## src/rtl/regfile_wb_scheduler.sv

```systemverilog
// ---------------------------------------------------------------------------
// regfile_wb_scheduler
//
// Owns the single write port of the register file and the per-register busy
// scoreboard that the issue stage consults for RAW/WAW hazards.
//   - Round-robin arbitration of NUM_REQ writeback sources onto the port,
//     zero latency: the granted rd/data drive the register file in the same
//     cycle the grant is given.
//   - Scoreboard: issue sets busy[rd], a granted writeback clears it at the
//     same edge the register file is written.
//
// Ports
//   clk, rst      clock, synchronous active-high reset
//   issue_valid   issue stage presents an instruction
//   issue_rs1/2   source registers
//   issue_rd      destination register (0 = no write)
//   issue_stall   hazard against an in-flight write; hold the instruction
//   wb_valid      per-requester write request
//   wb_rd         per-requester destination, requester i at [i*L +: L]
//   wb_data       per-requester data, requester i at [i*DW +: DW]
//   wb_ready      one-hot grant (or zero)
//   rf_addr_rd    register file write address (0 when idle)
//   rf_data_rd    register file write data (0 when idle)
//   busy_o        scoreboard state
// ---------------------------------------------------------------------------
module regfile_wb_scheduler #(
  parameter int DATA_WIDTH     = 32,
  parameter int REGISTERS      = 32,
  parameter int LOG2_REGISTERS = 5,
  parameter int NUM_REQ        = 2
) (
  input  logic                             clk,
  input  logic                             rst,
  input  logic                             issue_valid,
  input  logic [LOG2_REGISTERS-1:0]        issue_rs1,
  input  logic [LOG2_REGISTERS-1:0]        issue_rs2,
  input  logic [LOG2_REGISTERS-1:0]        issue_rd,
  output logic                             issue_stall,
  input  logic [NUM_REQ-1:0]               wb_valid,
  input  logic [NUM_REQ*LOG2_REGISTERS-1:0] wb_rd,
  input  logic [NUM_REQ*DATA_WIDTH-1:0]    wb_data,
  output logic [NUM_REQ-1:0]               wb_ready,
  output logic [LOG2_REGISTERS-1:0]        rf_addr_rd,
  output logic [DATA_WIDTH-1:0]            rf_data_rd,
  output logic [REGISTERS-1:0]             busy_o
);

  localparam int PTR_W = (NUM_REQ > 1) ? $clog2(NUM_REQ) : 1;
  // One extra bit so ptr + offset never overflows before the modulo wrap.
  localparam int SUM_W = PTR_W + 1;
  localparam logic [SUM_W-1:0] NUM_REQ_W = SUM_W'(NUM_REQ);

  logic [REGISTERS-1:0]      r_busy;
  logic [REGISTERS-1:0]      w_busy_next;
  logic [PTR_W-1:0]          r_ptr;
  logic [PTR_W-1:0]          w_ptr_next;
  logic [SUM_W-1:0]          w_ptr_sum;
  logic [PTR_W-1:0]          w_cand [NUM_REQ];
  logic                      w_found;
  logic [PTR_W-1:0]          w_gnt_idx;
  logic [NUM_REQ-1:0]        w_grant;
  logic [LOG2_REGISTERS-1:0] w_gnt_rd;
  logic [DATA_WIDTH-1:0]     w_gnt_data;
  logic                      w_stall_raw;
  logic                      w_accept;

  // Search order: candidate k is requester (ptr + k) mod NUM_REQ.
  genvar gi;
  generate
    for (gi = 0; gi < NUM_REQ; gi++) begin : g_cand
      logic [SUM_W-1:0] w_sum;
      assign w_sum       = {1'b0, r_ptr} + SUM_W'(gi);
      assign w_cand[gi]  = (w_sum >= NUM_REQ_W) ? PTR_W'(w_sum - NUM_REQ_W)
                                                : w_sum[PTR_W-1:0];
    end
  endgenerate

  // First valid requester in rotated order wins.
  always_comb begin
    w_found   = 1'b0;
    w_gnt_idx = '0;
    for (int k = 0; k < NUM_REQ; k++) begin
      if (!w_found && wb_valid[w_cand[k]]) begin
        w_found   = 1'b1;
        w_gnt_idx = w_cand[k];
      end
    end
  end

  // Grant decode and write-port mux. Idle (or reset) leaves the port at
  // address 0 / data 0 because the register file writes on every edge.
  always_comb begin
    w_grant    = '0;
    w_gnt_rd   = '0;
    w_gnt_data = '0;
    if (w_found && !rst) begin
      for (int i = 0; i < NUM_REQ; i++) begin
        if (w_gnt_idx == PTR_W'(i)) begin
          w_grant[i] = 1'b1;
          w_gnt_rd   = wb_rd[i*LOG2_REGISTERS +: LOG2_REGISTERS];
          w_gnt_data = wb_data[i*DATA_WIDTH +: DATA_WIDTH];
        end
      end
    end
  end

  // Pointer moves to the requester after the one just granted.
  assign w_ptr_sum  = {1'b0, w_gnt_idx} + SUM_W'(1);
  assign w_ptr_next = (w_ptr_sum >= NUM_REQ_W) ? '0 : w_ptr_sum[PTR_W-1:0];

  // Hazard check uses registered busy only; a write granted this cycle is
  // not bypassed, so the stall drops one cycle after the grant.
  assign w_stall_raw = issue_valid &&
                       (r_busy[issue_rs1] || r_busy[issue_rs2] || r_busy[issue_rd]);
  assign w_accept    = !rst && issue_valid && !w_stall_raw;

  // Clear on grant, set on accept. Same-register collisions cannot occur
  // because an issue to a busy rd stalls. Bit 0 is forced to zero, which
  // also makes rd = 0 issues and writebacks architecturally invisible.
  always_comb begin
    w_busy_next = r_busy;
    if (|w_grant) begin
      w_busy_next[w_gnt_rd] = 1'b0;
    end
    if (w_accept) begin
      w_busy_next[issue_rd] = 1'b1;
    end
    w_busy_next[0] = 1'b0;
  end

  always_ff @(posedge clk) begin
    if (rst) begin
      r_busy <= '0;
      r_ptr  <= '0;
    end else begin
      r_busy <= w_busy_next;
      if (|w_grant) begin
        r_ptr <= w_ptr_next;
      end
    end
  end

  assign wb_ready    = w_grant;
  assign rf_addr_rd  = w_gnt_rd;
  assign rf_data_rd  = w_gnt_data;
  assign issue_stall = !rst && w_stall_raw;
  assign busy_o      = rst ? '0 : r_busy;

endmodule

```

## config.mk

```make
export PLATFORM = sky130hd
export DESIGN_NAME = regfile_wb_scheduler
export DESIGN_NICKNAME = d
export VERILOG_FILES = /design/src/rtl/regfile_wb_scheduler.sv
export SDC_FILE = /design/constraint.sdc
export NUM_CORES = 1
export LEC_CHECK = 0
export CAP_MARGIN = 40
export CORE_ASPECT_RATIO = 1.25
export CORE_UTILIZATION = 41
export DETAILED_ROUTE_END_ITERATION = 7
export PLACE_DENSITY_LB_ADDON = 0.12
export SYNTH_ARGS = -nofsm -noshare
export SYNTH_HDL_FRONTEND = slang
export SYNTH_SLANG_ARGS = --single-unit
export TNS_END_PERCENT = 20
```

## constraint.sdc

```tcl
create_clock -name clk -period 3.5 [get_ports clk]
set_input_delay 0.525 -clock clk [delete_from_list [all_inputs] [get_ports clk]]
set_output_delay 0.525 -clock clk [all_outputs]
set_load 0.02 [all_outputs]
```

Word-level counts from Yosys, hierarchy flattened --
Index checks and enable logic that the tools add are counted. Widths: inputs -> output; s select.
Operators by class: add/sub/neg operators 4, $lt $le $gt $ge 11, mux-type cells 31, bitwise gates (word level) 3, reduce and logical (&&, ||, !) cells 14
Operators by type and width (number):
- $mux 32 | 5
- $and 32x32->32 | 1
- $not 32->32 | 1
- $or 32x32->32 | 1
- $lt 5x6->1 const B | 4
- $mux 1 | 18
- $bmux 1 s5 | 3
- $demux 1 s5 | 2
- $ge 5x1->1 const B | 2
- $mux 5 | 2
- $logic_and 1x1->1 | 8
- $add 1x1->2 const B | 2
- $ge 2x2->1 const B | 2
- $lt 1x2->1 const B | 2
- $logic_not 1->1 | 3
- $ge 1x2->1 const B | 1
- $logic_or 1x1->1 | 2
- $mux 2 | 1
- $reduce_or 2->1 | 1
- $sub 1x1->1 const B | 2
Storage, ports and cells: flip-flop bits (word level) 33, input bits 94, output and inout bits 72, logic and storage cells 66

Logic depth before layout (Yosys ltp) --
depth after elaboration 19, depth in mapped cells 9, depth with buffers taken out 7

Worst setup path before layout --
Ideal clock, no wire load.
path type input port to output port, start in issue_rs2[0], end out issue_stall, arrival 2.061 ns, data required time 2.975 ns, setup slack 0.914 ns, cell stages on the path 6, buffers on the path 1, path through buf_2 mux4_1 nor2b_1 or4_1 o311a_1 a31oi_1
On the way: word-level cells in the longest chain between the ends 6
Ends and longest elaborated chain:
- start, declared | RTL line 36 | input logic [LOG2_REGISTERS-1:0] issue_rs2,
- $bmux 1 s5 | RTL line 114 | (r_busy[issue_rs1] || r_busy[issue_rs2] || r_busy[issue_rd]);
- $mux 1 (not written as such) | RTL line 114
- $logic_or 1x1->1 (2 in series) | RTL line 114
- $logic_and 1x1->1 | RTL line 113 | assign w_stall_raw = issue_valid &&
- $logic_and 1x1->1 | RTL line 146 | assign issue_stall = !rst && w_stall_raw;
- end, declared | RTL line 38 | output logic issue_stall,
No other way between the ends. The select of a mux whose other input is x is not followed.

Worst setup path after layout --
start in wb_valid[1], end out rf_addr_rd[2]
On the way: word-level cells in the longest chain between the ends 8, elaborated cells on any way between the ends 13, those cells by class mux (10); reduce/logical (3)
Ends and longest elaborated chain:
- start, declared | RTL line 39 | input logic [NUM_REQ-1:0] wb_valid,
- $mux 1 (not written as such) (2 in series) | RTL line 83 | if (!w_found && wb_valid[w_cand[k]]) begin
- $mux 1 | RTL line 83
- $logic_not 1->1 | RTL line 83
- $logic_and 1x1->1 | RTL line 83
- $mux 1 | RTL line 83
- $mux 5 or $logic_and 1x1->1 (tied branches) | RTL line 98, 96
- $mux 5 * | RTL line 96 | if (w_found && !rst) begin
- end, declared | RTL line 43 | output logic [LOG2_REGISTERS-1:0] rf_addr_rd,
Every way passes the cells marked *; elsewhere a longest branch is shown, timed or not. The select of a mux whose other input is x is not followed.

==> results.cfg <==
[drt]
wl_per_cell_um = 20.3
drtIter0Drc = 208
vias_per_cell = 5.97
num_vias = 3464
ant_nets = 0
drt_wl_total_um = 11800
drc = 0
first_pass_iters = 4

[floorplan]
core_area_um2 = 6520
die_h_um = 93.5
start_util_pct = 42.1
dieArea_um2 = 7040
rows = 33
die_x_um = 75.2
ioPinCount = 166

[grt]
grt_pass1_wl_um = 17000
grt_use_met1_pct = 39.1
grtUsageMet3_pct = 6.14
antenna_found_initial = 0
grt-ovfl-total = 0
grt_max_degree = 35
grt.busiest_layer = met2
grtUsageMet2_pct = 53.9
grt_pass1_vias = 3236
gr-usage-all-layers_pct = 32.6

[yosys]
async_flop_share_pct = 0
synth_fp_nets = 410
synthTopCellsByArea = dfxtp_1 23%, a22o_1 10%, o21ai_0 8.6%
synth_area_um2 = 2750
yosys_warnings = 0
synth_seq_cells = 32
ys_types = 43
synth_top_area_cell = dfxtp_1
syn_inst = 316
avgSynthCellArea_um2 = 8.70
ys_seq_area_share_pct = 23.3
synth_edf_count = 0
synth_top_area_share_pct = 23.3
ys.flop_type = dfxtp_1

[placed_design]
gp_congestion = 1.02
port_buffers = 164
dp_hpwl_um = 9250
place_area_um2 = 4650

[critical_path]
r2r_end = r_busy[16]$_SDFF_PP0_
arrival_ns = 2.65
cp-start-kind = input pin
crit_fanout = 6
cp-end-kind = primary output
reg2reg_depth = 7
critical_path_class = input pin to primary output
cp.required_ns = 2.97
r2r_start = r_busy[19]$_SDFF_PP0_
rrSetupSlack_ns = 1.15

[timing]
fin_hold_ws_ns = 0.488
worst_slew_margin_rel_pct = 56.6
rsz0062_at_grt = false
finalSetupViolations = 0
finalCritPeriodShare_pct = 90.6
finalCriticalPeriod_ns = 3.17
maxSlewViolCount = 0
hold_viol_final = 0
tightest_slew_ns = 0.646
clock_skew_ns = 0.00423
fmax_ghz = 0.315

[clock_network]
htreeDepth = 2
numCtsBuffers = 5
cts_root_buffer = clkbuf_8
clock-sinks = 32
cts_post_setup_buffers_inserted = 0
postCtsHoldBufs = 0
tritoncts = built
clock_path_buffers = 2
cts.clk_slew.worst_paths_ns = 0.06
clkLatencyLatePin_ns = 0.28

[final_layout]
regArea_um2 = 641
nNetsFinal = 587
fillers = 533
fin_area_um2 = 4730
area_growth_syn_to_layout_pct = 72.2
diodes = 0
drive_gt1_share_pct = 11.6
multi_input_area_um2 = 1960

[pwr]
power_density_nw_per_um2 = 218
peakVddDrop_mv = 0.292
cellLeakagePower_uw = 0.00178

[worst_hold_path]
hold_depth = 2
hp-start = r_ptr$_SDFFE_PP0N_
hold_class = register to register
holdPathEnd = r_ptr$_SDFFE_PP0N_

[outcome]
status = finished clean

[run]
maxCapViolations = 0
-- placed cells by master, fill, tap and decap left out, types with 7 or more instances in the layout --
cell type,count
dfxtp_1,32
o41ai_1,15
clkdlybuf4s50_1,161
buf_4,30
nor2b_1,36
nand2_1,8
nand3_1,7
o21ai_0,47
a22o_1,32
inv_1,9
mux2i_1,22
-- worst max-delay path: stages --
cell             delay, ns
clkdlybuf4s50_1       0.50
a21boi_0              0.30
buf_4                 0.19
a32oi_1               0.05
or2_2                 0.37
inv_1                 0.10
clkdlybuf4s50_1       0.60
-- area by class of cell --
cell class              instances  share of cell area (%)
well taps                      87                    2.30
flip-flops and latches         32                    13.5
clock inverters                 1                   0.106
clock buffers                   6                    1.53
repair buffers                196                    40.4
inverters                       9                   0.714
multi-input cells             249                    41.5
-- through the flow --
stage	total power [uW]	std cells	setup slack, ns	util, %	setup TNS (ns)
finish	1030	580	0.328	72.6	0
global route	1080	580	0.246	72.6	0
CTS	1030	580	0.0235	72.5	0
detailed placement	770	573	-0.114	71.3	-0.114
global placement	766	573	-0.0623	71.3	-0.0623
floorplan	542	316	0.914	-	0
-- logic make-up after synthesis --
family | count (synthesis) | synth area share (%)
compound gates | 127 | 32.3
buf+inv | 35 | 5.55
flops | 32 | 23.3
mux | 37 | 19.9
other cells | 1 | 0.136
simple gates | 84 | 18.8
-- cell usage after synthesis (2+ instances only) --
library cell,instances
nand2b_1,6
o22a_1,3
clkbuf_1,14
nand3_1,7
o21ai_1,2
o221ai_1,2
nand4_1,4
o311ai_0,2
mux2_2,3
mux4_2,6
nand3b_1,3
or3_1,3
o21ai_0,47
or2_2,4
nor3_1,2
a21oi_1,5
nor2b_1,37
mux2i_1,22
a221oi_1,2
inv_1,9
a32oi_1,4
or3b_2,3
o41ai_1,15
nor2_1,3
o21a_1,2
a22o_1,32
nand2_1,8
nor3b_1,2
dfxtp_1,32
mux4_1,6
buf_2,8
o22ai_1,6
buf_1,2
-- routing by layer --
| layer | part of all wire (%) | vias to the layer above |
|---|---|---|
| met3 | 11 | 41 |
| met2 | 47 | 199 |
| met1 | 38 | 1625 |
| met5 | 0 | - |
| met4 | 4.7 | 0 |
| li1 | - | 1599 |
-- power breakdown --
group	leakage (uW)	total, uW	internal (uW)	switching [uW]
sequential	0.000258	371	367	3.52
clock	0.0000410	269	135	134
combinational	0.00148	394	218	176
total	0.00178	1030	720	313
-- sequential cells by signal, summed over array words and instances, names as in the netlist --
signal / count
r_busy: 31
r_ptr: 1
-- worst max path at each step --
stage / startpoint / end / slack (ns) / cells after the start
CTS: issue_rs1[1] / issue_stall / 0.02 / 7
global route: wb_valid[1] / rf_addr_rd[2] / 0.25 / 7
floorplan: issue_rs2[0] / issue_stall / 0.91 / 6
finish: wb_valid[1] / rf_addr_rd[2] / 0.33 / 7
detailed placement: issue_rs2[1] / issue_stall / -0.11 / 7
global placement: issue_rs2[1] / issue_stall / -0.06 / 7
-- what timing repair did --
action | CTS | global route
setup endpoints to repair | 1 | 1
pin swaps | 0 | 0
gates resized for setup | 1 | 3
Note: power is estimated with default switching activity, not from simulation.
